<file path="config.mk">
export PLATFORM = sky130hd
export DESIGN_NAME = fc_stream_selector
export DESIGN_NICKNAME = d
export VERILOG_FILES = /design/src/rtl/fc_stream_selector.sv
export SDC_FILE = /design/constraint.sdc
export NUM_CORES = 1
export LEC_CHECK = 0
export BUFFER_PORTS_ARGS = -buffer_cell sky130_fd_sc_hd__buf_2
export CAP_MARGIN = 20
export CORE_ASPECT_RATIO = 0.9
export CORE_MARGIN = 2
export CORE_UTILIZATION = 30
export DETAILED_ROUTE_END_ITERATION = 8
export GPL_TIMING_DRIVEN = 0
export PLACE_DENSITY_LB_ADDON = 0.3
export SYNTH_ARGS = -nofsm -noshare
export SYNTH_HDL_FRONTEND = slang
export SYNTH_SLANG_ARGS = --single-unit
</file>
<file path="constraint.sdc">
create_clock -name clk -period 6.9 [get_ports clk]
set_clock_uncertainty 0.1 [all_clocks]
set_input_delay 0.69 -clock clk [delete_from_list [all_inputs] [get_ports clk]]
set_output_delay 0.69 -clock clk [all_outputs]
set_load 0.1 [all_outputs]
</file>
<file path="src/rtl/fc_stream_selector.sv">
// fc_stream_selector: N-source fast-command selector with per-source edge/invert, activity monitor, failover and idle insertion on every switch
module fc_stream_selector #(
  parameter int          N_SRC     = 2,
  parameter int          SEL_W     = $clog2(N_SRC),
  parameter int          WINDOW    = 4096,
  parameter int          MIN_TRANS = 16,
  parameter int          IDLE_LEN  = 8,
  parameter logic [31:0] IDLE_WORD = 32'hAC
) (
  input  logic             clk,
  input  logic             reset,
  input  logic [N_SRC-1:0] fc_rise,
  input  logic [N_SRC-1:0] fc_fall,
  input  logic [N_SRC-1:0] cfg_edgesel,
  input  logic [N_SRC-1:0] cfg_invert,
  input  logic [SEL_W-1:0] cfg_src_sel,
  input  logic             cfg_auto,
  output logic [N_SRC-1:0] src_active,
  output logic [SEL_W-1:0] active_src,
  output logic             switching,
  output logic [15:0]      switch_count,
  output logic             fc_out
);
  localparam int WIN_W = $clog2(WINDOW);
  localparam int TR_W  = $clog2(MIN_TRANS + 1);
  typedef enum logic {RUN, FLUSH} state_t;
  state_t           state;
  logic [N_SRC-1:0] s, s_prev, tr;
  logic [WIN_W-1:0] win_cnt;
  logic [TR_W-1:0]  trans_cnt [N_SRC];
  logic [4:0]       idle_idx;
  logic [SEL_W-1:0] sel, low, target;
  logic             win_end;

  assign tr      = s ^ s_prev;
  assign win_end = win_cnt == WIN_W'(WINDOW - 1);
  assign sel     = {1'b0, cfg_src_sel} < (SEL_W + 1)'(N_SRC) ? cfg_src_sel : '0;

  // With no active source the fallback is the current source, so no switch happens
  always_comb begin
    low = active_src;
    for (int i = N_SRC - 1; i >= 0; i--)
      if (src_active[i]) low = SEL_W'(i);
    target = !cfg_auto || src_active[sel] ? sel : low;
  end

  always_ff @(posedge clk)
    if (reset) begin
      s          <= '0;
      s_prev     <= '0;
      win_cnt    <= '0;
      src_active <= '0;
      for (int i = 0; i < N_SRC; i++) trans_cnt[i] <= '0;
    end else begin
      s       <= ((cfg_edgesel & fc_fall) | (~cfg_edgesel & fc_rise)) ^ cfg_invert;
      s_prev  <= s;
      win_cnt <= win_end ? '0 : win_cnt + 1'b1;
      for (int i = 0; i < N_SRC; i++) begin
        trans_cnt[i] <= win_end ? '0 :
                        trans_cnt[i] == TR_W'(MIN_TRANS) ? trans_cnt[i] : trans_cnt[i] + TR_W'(tr[i]);
        if (win_end) src_active[i] <= 32'(trans_cnt[i]) + 32'(tr[i]) >= 32'(MIN_TRANS);
      end
    end

  // The flush length is fixed once started; the new source is taken from target on its last cycle
  always_ff @(posedge clk)
    if (reset) begin
      state        <= RUN;
      idle_idx     <= '0;
      active_src   <= '0;
      switching    <= 1'b0;
      switch_count <= '0;
      fc_out       <= 1'b0;
    end else if (state == RUN) begin
      fc_out <= s[active_src];
      if (target != active_src) begin
        state        <= FLUSH;
        idle_idx     <= '0;
        switching    <= 1'b1;
        switch_count <= switch_count + {15'd0, ~&switch_count};
      end
    end else begin
      fc_out   <= IDLE_WORD[5'(IDLE_LEN - 1) - idle_idx];
      idle_idx <= idle_idx + 1'b1;
      if (idle_idx == 5'(IDLE_LEN - 1)) begin
        active_src <= target;
        switching  <= 1'b0;
        state      <= RUN;
      end
    end
endmodule

</file>
==> impl_results.rst, run 1 <==
.. list-table::
   :header-rows: 1

   * - Metric
     - Value
   * - Result of the run
     - finished, final reports clean
   * - Total iterations of the first detailed-routing run
     - 4
   * - Net count after synthesis
     - 314
   * - CP arrival
     - 2.70 ns
   * - Starting DRT DRC Count
     - 85
   * - Count of boundary I/O pins
     - 33
   * - Resize count post-CTS
     - 0
   * - Worst path max stage delay
     - 0.43 ns
   * - Placed wire-length estimate
     - around 4 mm
   * - Die width
     - about 100 um
   * - Placed Instances
     - between 400 and 500
   * - Mean area per synthesized cell
     - about 8.8 um^2
   * - Top cell type's share of synthesized area
     - 41.3%
   * - Worst supply voltage drop on vdd
     - slightly above 0.07 mV
   * - Vias in the first global route
     - between 1500 and 2000
   * - Clk Tree Root Cell
     - clkbuf_8
   * - Fin nets
     - 353
   * - Hold buffer count at CTS
     - 0
   * - Sequence of cells on the critical path
     - and4_1 > buf_2 > nand4_1 > or2_2 > ha_1 > ha_1 > o221ai_1 > buf_2 > nor4_1 > mux2_2
   * - Antenna violations before repair
     - 0
   * - Vias
     - 2178
   * - Internal power of the cells
     - 456 uW
   * - Number of synthesized flops with an enable pin
     - 0
   * - Class of the tightest hold or removal check
     - reg -> reg
   * - Core area
     - about 8400 um^2
   * - Gp weighted congestion
     - around 0.77
   * - Congestion Overflow GR
     - 0
   * - Post-place instance area
     - 2880 um^2
   * - Main synth FF type
     - dfxtp_1
   * - ANT cells
     - 0
   * - Count of filler cells inserted in the layout
     - approximately 900
   * - Sink Count
     - between 50 and 60
   * - Headroom to the max-slew limit
     - 48.2%
   * - Category of the most critical setup path
     - reg -> reg
   * - Overall die height
     - 91.8 um
   * - Pin count of the biggest net entering global routing
     - 16
   * - Highest net fanout along the worst path
     - 10
   * - Final standard cell area without fillers
     - approximately 3000 um^2
   * - Num CTS Buffers
     - 5
   * - Count of different cell masters after synthesis
     - 42
   * - Power density over the cells
     - between 200 and 250 nW/um^2
   * - H-tree depth
     - 2
   * - Buffers and inverters on the worst path
     - 2
   * - Power share of the combinational group
     - 10.8%
   * - Vias per Instance
     - 4.82
   * - Share of the core filled with cells in the final layout
     - roughly 35%
   * - Power, Total
     - 607 uW
   * - Final hold viol count
     - 0
   * - Count of maximum capacitance violations
     - 0
   * - Clock share of power
     - about 36%
   * - Effective utilization at floorplan
     - a little under a third
   * - Post-detailed-route wirelength per cell
     - around 12 um
   * - Sum of negative setup slack
     - 0 ns
   * - Remaining number of nets flagged by the antenna check after routing
     - 0
   * - Critical path data required time
     - 7.00 ns
   * - Total Wirelength
     - approximately 5.6 mm
   * - Total count of max-transition violations in the final report
     - 0
   * - Area of the die
     - 9330 um^2
   * - Area overhead of the layout relative to synthesis
     - 16.5%
   * - Leakage power
     - around 1.2 nW
   * - Sw Pwr
     - around 150 uW
   * - Measured slew at the worst slew-check pin
     - between 0.7 and 0.8 ns
   * - CP top delay family
     - simple AND/OR/NAND/NOR gates
   * - RSZ-0062 raised after global routing
     - no
   * - Critical-path cell with the highest stage delay
     - dfxtp_1
   * - Clock transition at the register clock pins on the worst setup and hold paths after CTS
     - roughly 0.09 ns
   * - Switching share of total power
     - approximately a quarter
   * - Yosys top cell by area
     - dfxtp_1
   * - Sequential fraction of design power
     - between 50% and 60%
   * - Kind of end point of the critical path
     - flop
   * - TritonCTS clock tree
     - built
   * - Clock insertion delay at the later pin of the skew report
     - roughly 0.3 ns
   * - First-pass GRT wire length
     - 9.21 mm
   * - Fin crit period
     - ~2.6 ns
   * - Fraction of layout cells with a size suffix above 1
     - 16.8%
   * - Setup fix buffers added after clock tree synthesis
     - 0
   * - Cells after Synth
     - around 290
   * - Post-layout instance count excluding filler cells
     - approximately 450
   * - Post-synth ARST share
     - 0%
   * - Critical Path Start Type
     - flop
   * - Final setup violation count
     - 0
   * - Buffers from clock root to sink, at most
     - 2
   * - Final Cycle Share
     - 37.7%
   * - Input/output buffers
     - 32
   * - Global Route Usage Sum
     - between 10% and 20%
   * - Cell area after synthesis
     - around 2600 um^2
   * - Max Fclk
     - approximately 380 MHz
   * - Top cells by area in the synthesized netlist
     - dfxtp_1 41%, nor2_1 5.3%, ha_1 4.4%
   * - Synthesis warning total
     - 0
   * - Number of synthesized register bits
     - 53
   * - Post-synthesis sequential area ratio
     - slightly above 40%
   * - DRC violations left
     - 0
   * - Cell Rows
     - 32
power groups by stage:
stage | logic [mW] | clock network [mW] | registers, mW
finish | 0.0656 | 0.218 | 0.323
global route | 0.0731 | 0.238 | 0.325
CTS | 0.0664 | 0.227 | 0.324
detailed placement | 0.0662 | 0 | 0.331
global placement | 0.0650 | 0 | 0.330
floorplan | 0.0363 | 0 | 0.342
cell usage in the layout (no fill, tap or decap), drive strengths merged, types with 2 or more instances in the layout:
master  instances
nand2          11
ha              9
xnor2          10
or3             3
o21ai           6
mux2i           8
and4            3
nor2b          14
dfxtp          53
nand3b          2
xor2            8
nor2           36
o31ai           6
inv            16
o211ai          3
nor3            3
nor4           12
or4             4
or2             2
buf            39
a21boi          2
a21oi          17
a21o            3
o22ai           2
nand2b          5
and2            2
mux2            9
clkbuf         12
nand3          15
nand4           8
routing by layer:
metal,global-route usage [%],vias to the layer above,share of wire (%)
met4,4.95,0,1.4
met2,19.0,26,47
met5,0,-,0
met1,16.6,1032,49
met3,2.52,6,2.8
li1,-,1114,-
sequential cells by signal, summed over array words and instances, names as in the netlist:
name,cells
active_src,1
fc_out,1
idle_idx,5
s,2
s_prev,2
src_active,2
state,1
switch_count,16
switching,1
trans_cnt,10
win_cnt,12
per-stage QoR:
step	setup slack (ns)	hold slack [ns]
6_report	4.30	0.375
4_1_cts	4.29	0.382
3_3_place_gp	4.28	0.343
3_5_place_dp	4.32	0.359
2_1_floorplan	3.79	0.330
5_1_grt	4.11	0.404
layout make-up:
type	count	area [um^2]	area share, %
Timing Repair Buffer	32	160	5.34
Clock buffer	7	86.3	2.88
Multi-Input combinational cell	212	1390	46.3
Clock inverter	1	30.0	1.00
Buffer	12	61.3	2.05
Inverter	16	60.1	2.00
Sequential cell	53	1060	35.4
Tap cell	119	149	4.97
cells by family (layout without fill, tap and decap cells):
family	after synthesis	after routing	synth area share (%)
xor+xnor	18	18	6.13
buf+inv	28	68	4.72
simple gates	122	122	25.0
flops	53	53	41.3
fa+ha+maj	9	9	4.38
compound gates	46	46	11.5
mux	17	17	7.06
cells in the mapped netlist (2+ instances only):
master,n
mux2_2,9
o31ai_1,6
ha_1,9
xor2_1,8
nand3_1,15
and4_1,3
o22ai_1,2
buf_2,4
inv_1,16
nand3b_1,2
o211ai_1,3
or4_1,4
nor2b_1,14
a21boi_0,2
and2_1,2
nor2_1,36
nor4_1,12
clkbuf_1,5
nand2b_1,5
dfxtp_1,53
o21ai_0,6
xnor2_1,10
a21o_1,3
or3_1,3
nor3_1,3
nand4_1,8
nand2_1,11
a21oi_1,17
mux2i_1,8
or2_2,2
final timing paths:
check | startpoint | to | slack (ns) | depth (start not counted)
max | switch_count[2] | switch_count[14] | 4.30 | 10
min | win_cnt[0] | win_cnt[0] | 0.37 | 1
max reg2reg | switch_count[2] | switch_count[14] | 4.30 | 10
min reg2reg | win_cnt[0] | win_cnt[0] | 0.37 | 1
worst reg2reg max path, delay by kind of cell, from the launching register on:
| kind | cells | cell delay [ns] |
|---|---|---|
| simple gates | 4 | 0.76 |
| flops | 1 | 0.43 |
| compound gates | 1 | 0.10 |
| buf+inv | 2 | 0.46 |
| mux | 1 | 0.26 |
| fa+ha+maj | 2 | 0.40 |
(Power assumes the default switching activity.)
==> run 2: changes to the inputs <==
==> constraint.sdc (replaced) <==
create_clock -name clk -period 2.49 [get_ports clk]
set_clock_uncertainty 0.1 [all_clocks]
set_input_delay 0.249 -clock clk [delete_from_list [all_inputs] [get_ports clk]]
set_output_delay 0.249 -clock clk [all_outputs]
set_load 0.1 [all_outputs]
==> impl_results.rst, run 2 (same netlist as run 1, synthesis figures left out) <==
.. list-table::
   :header-rows: 1

   * - Metric
     - Value
   * - Result of the run
     - finished, final reports clean
   * - Crit Reg-Reg Endpoint
     - switch_count[14]
   * - Cell mode on critical path
     - ha_2
   * - Buffers from clock root to sink, at most
     - 2
   * - Hold buffer count at CTS
     - 0
   * - Critical-path cell with the highest stage delay
     - dfxtp_4
   * - Global Route Usage Sum
     - around an eighth
   * - Fraction of layout cells with a size suffix above 1
     - roughly a quarter
   * - Num CTS Buffers
     - 5
   * - Overall die height
     - 91.8 um
   * - Congestion Overflow GR
     - 0
   * - DRC violations left
     - 0
   * - Die width
     - 102 um
   * - Headroom to the max-slew limit
     - approximately 50%
   * - Leakage power
     - ~1.2 nW
   * - Total iterations of the first detailed-routing run
     - 4
   * - Clock transition at the register clock pins on the worst setup and hold paths after CTS
     - 0.10 ns
   * - Highest net fanout along the worst path
     - 9
   * - ANT cells
     - 0
   * - Timing endpoint of the critical path
     - switch_count[14]
   * - Measured slew at the worst slew-check pin
     - approximately 0.75 ns
   * - Worst setup slack for register-to-register paths
     - roughly 0.10 ns
   * - Placed wire-length estimate
     - between 4 and 5 mm
   * - Critical Path Start Type
     - flop
   * - Final setup violation count
     - 0
   * - Count of boundary I/O pins
     - 33
   * - Wire length on met1
     - 2.85 mm
   * - Core area
     - 8450 um^2
   * - First-pass GRT wire length
     - a little under 10 mm
   * - Remaining number of nets flagged by the antenna check after routing
     - 0
   * - H-tree depth
     - 2
   * - Pin count of the biggest net entering global routing
     - 18
   * - Area of the die
     - about 9300 um^2
   * - Leading cell types in the layout, fill and taps excluded
     - 36 x nor2_1, 36 x dfxtp_1, 34 x buf_2, 17 x a21oi_1, 16 x inv_1
   * - Largest registers
     - switch_count (16), win_cnt (12), trans_cnt (10)
   * - Startpoint of the most critical setup path
     - switch_count[3]
   * - Max Used Layer
     - met4
   * - Sink Count
     - 53
   * - Total Wirelength
     - 5.80 mm
   * - Power density over the cells
     - between 500 and 600 nW/um^2
   * - Power, Total
     - around 1.6 mW
   * - Total count of max-transition violations in the final report
     - 0
   * - Max Fclk
     - between 400 and 500 MHz
   * - Worst path max stage delay
     - between 0.3 and 0.4 ns
   * - Antenna violations before repair
     - 0
   * - Category of the most critical setup path
     - reg -> reg
   * - Input/output buffers
     - 32
   * - Share of the core filled with cells in the final layout
     - between 30% and 40%
   * - Sequence of cells on the critical path
     - and4_1 > buf_4 > nand4_1 > or2_4 > ha_2 > ha_2 > o221ai_2 > buf_6 > nor4_4 > mux2_4
   * - Count of maximum capacitance violations
     - 0
   * - Post-place instance area
     - 2940 um^2
   * - Final standard cell area without fillers
     - approximately 3100 um^2
   * - Fin crit period
     - 2.39 ns
   * - Fin nets
     - between 300 and 400
   * - Effective utilization at floorplan
     - 30.4%
   * - Starting DRT DRC Count
     - 68
   * - CP arrival
     - roughly 2.5 ns
   * - Final hold viol count
     - 0
   * - Clock insertion delay at the later pin of the skew report
     - between 0.3 and 0.4 ns
   * - Cell Rows
     - 32
   * - Vias in the first global route
     - 2036
   * - TritonCTS clock tree
     - built
   * - Flip-flop count of the largest register after layout
     - 16
   * - Vias
     - roughly 2200
   * - Post-detailed-route wirelength per cell
     - between 10 and 15 um
   * - Critical path data required time
     - between 2 and 3 ns
   * - Routed wl met3
     - about 160 um
   * - Worst reg2reg path startpoint
     - switch_count[3]
   * - Class of the tightest hold or removal check
     - in -> reg
   * - Vias per Instance
     - between 4 and 5
   * - Detailed route wirelength on metal2
     - between 2 and 3 mm
   * - Largest register by flop count
     - switch_count
   * - Clk Tree Root Cell
     - clkbuf_8
   * - Worst supply voltage drop on vdd
     - about 0.24 mV
   * - Area overhead of the layout relative to synthesis
     - 19.7%
   * - Worst reg2reg path depth
     - 10
   * - Kind of end point of the critical path
     - flop
   * - Final Cycle Share
     - around 96%
   * - Gp weighted congestion
     - ~0.78
==> run 2: through the flow <==
stage	hold WS [ns]	setup TNS (ns)	instances	setup WS, ns
floorplan	0.294	0	293	0.0299
global placement	0.346	-0.0128	444	-0.0128
detailed placement	0.390	-0.0318	444	-0.0318
CTS	0.0919	0	452	0.0108
global route	0.0923	-0.00391	454	-0.00391
finish	0.0981	0	454	0.102
==> run 2: timing repair <==
| item | in CTS | in global routing |
|---|---|---|
| resized for setup | 2 | 6 |
| pin swaps | 0 | 3 |
| setup buffers | 0 | 2 |
| endpoints found under the setup margin | 1 | 4 |
==> run 2: worst max-delay path: cells and delay by family (launching register included) <==
| family | cells | cell delay [ns] |
|---|---|---|
| and+or+nand+nor | 4 | 0.68 |
| DFF | 1 | 0.37 |
| adders and majority gates | 2 | 0.37 |
| buffers and inverters | 2 | 0.33 |
| muxes | 1 | 0.32 |
| AOI/OAI and AO/OA | 1 | 0.10 |
==> run 2: worst min path at each step <==
stage	cells after the start	from	slack (ns)	to
final	3	cfg_invert[1]	0.1	s[1]
after global routing	3	cfg_invert[0]	0.09	s[0]
after floorplan	2	cfg_invert[0]	0.29	s[0]
after global placement	1	win_cnt[0]	0.35	win_cnt[0]
after CTS	3	cfg_invert[1]	0.09	s[1]
after detailed placement	1	win_cnt[0]	0.39	win_cnt[0]
==> run 2: layer usage <==
| metal | GRT usage [%] | up-vias |
|---|---|---|
| met3 | 2.74 | 5 |
| li1 | - | 1120 |
| met2 | 20.8 | 22 |
| met4 | 2.93 | 0 |
| met1 | 17.8 | 1022 |
| met5 | 0 | - |
==> run 2: power breakdown <==
| part | internal, mW | leakage (nW) | total, mW | switching, mW |
|---|---|---|---|---|
| Clock | 0.201 | 0.0489 | 0.499 | 0.297 |
| Sequential | 0.862 | 0.442 | 0.884 | 0.0216 |
| Combinational | 0.0616 | 0.705 | 0.185 | 0.124 |
==> run 2: layout make-up <==
class,instances,area (um^2)
clock inverter,3,20.0
inverter,16,60.1
sequential,53,1110
fill,881,5370
clock buffer,5,68.8
buffer,12,70.1
timing repair buffer,34,175
tap,119,149
multi-input combinational,212,1420
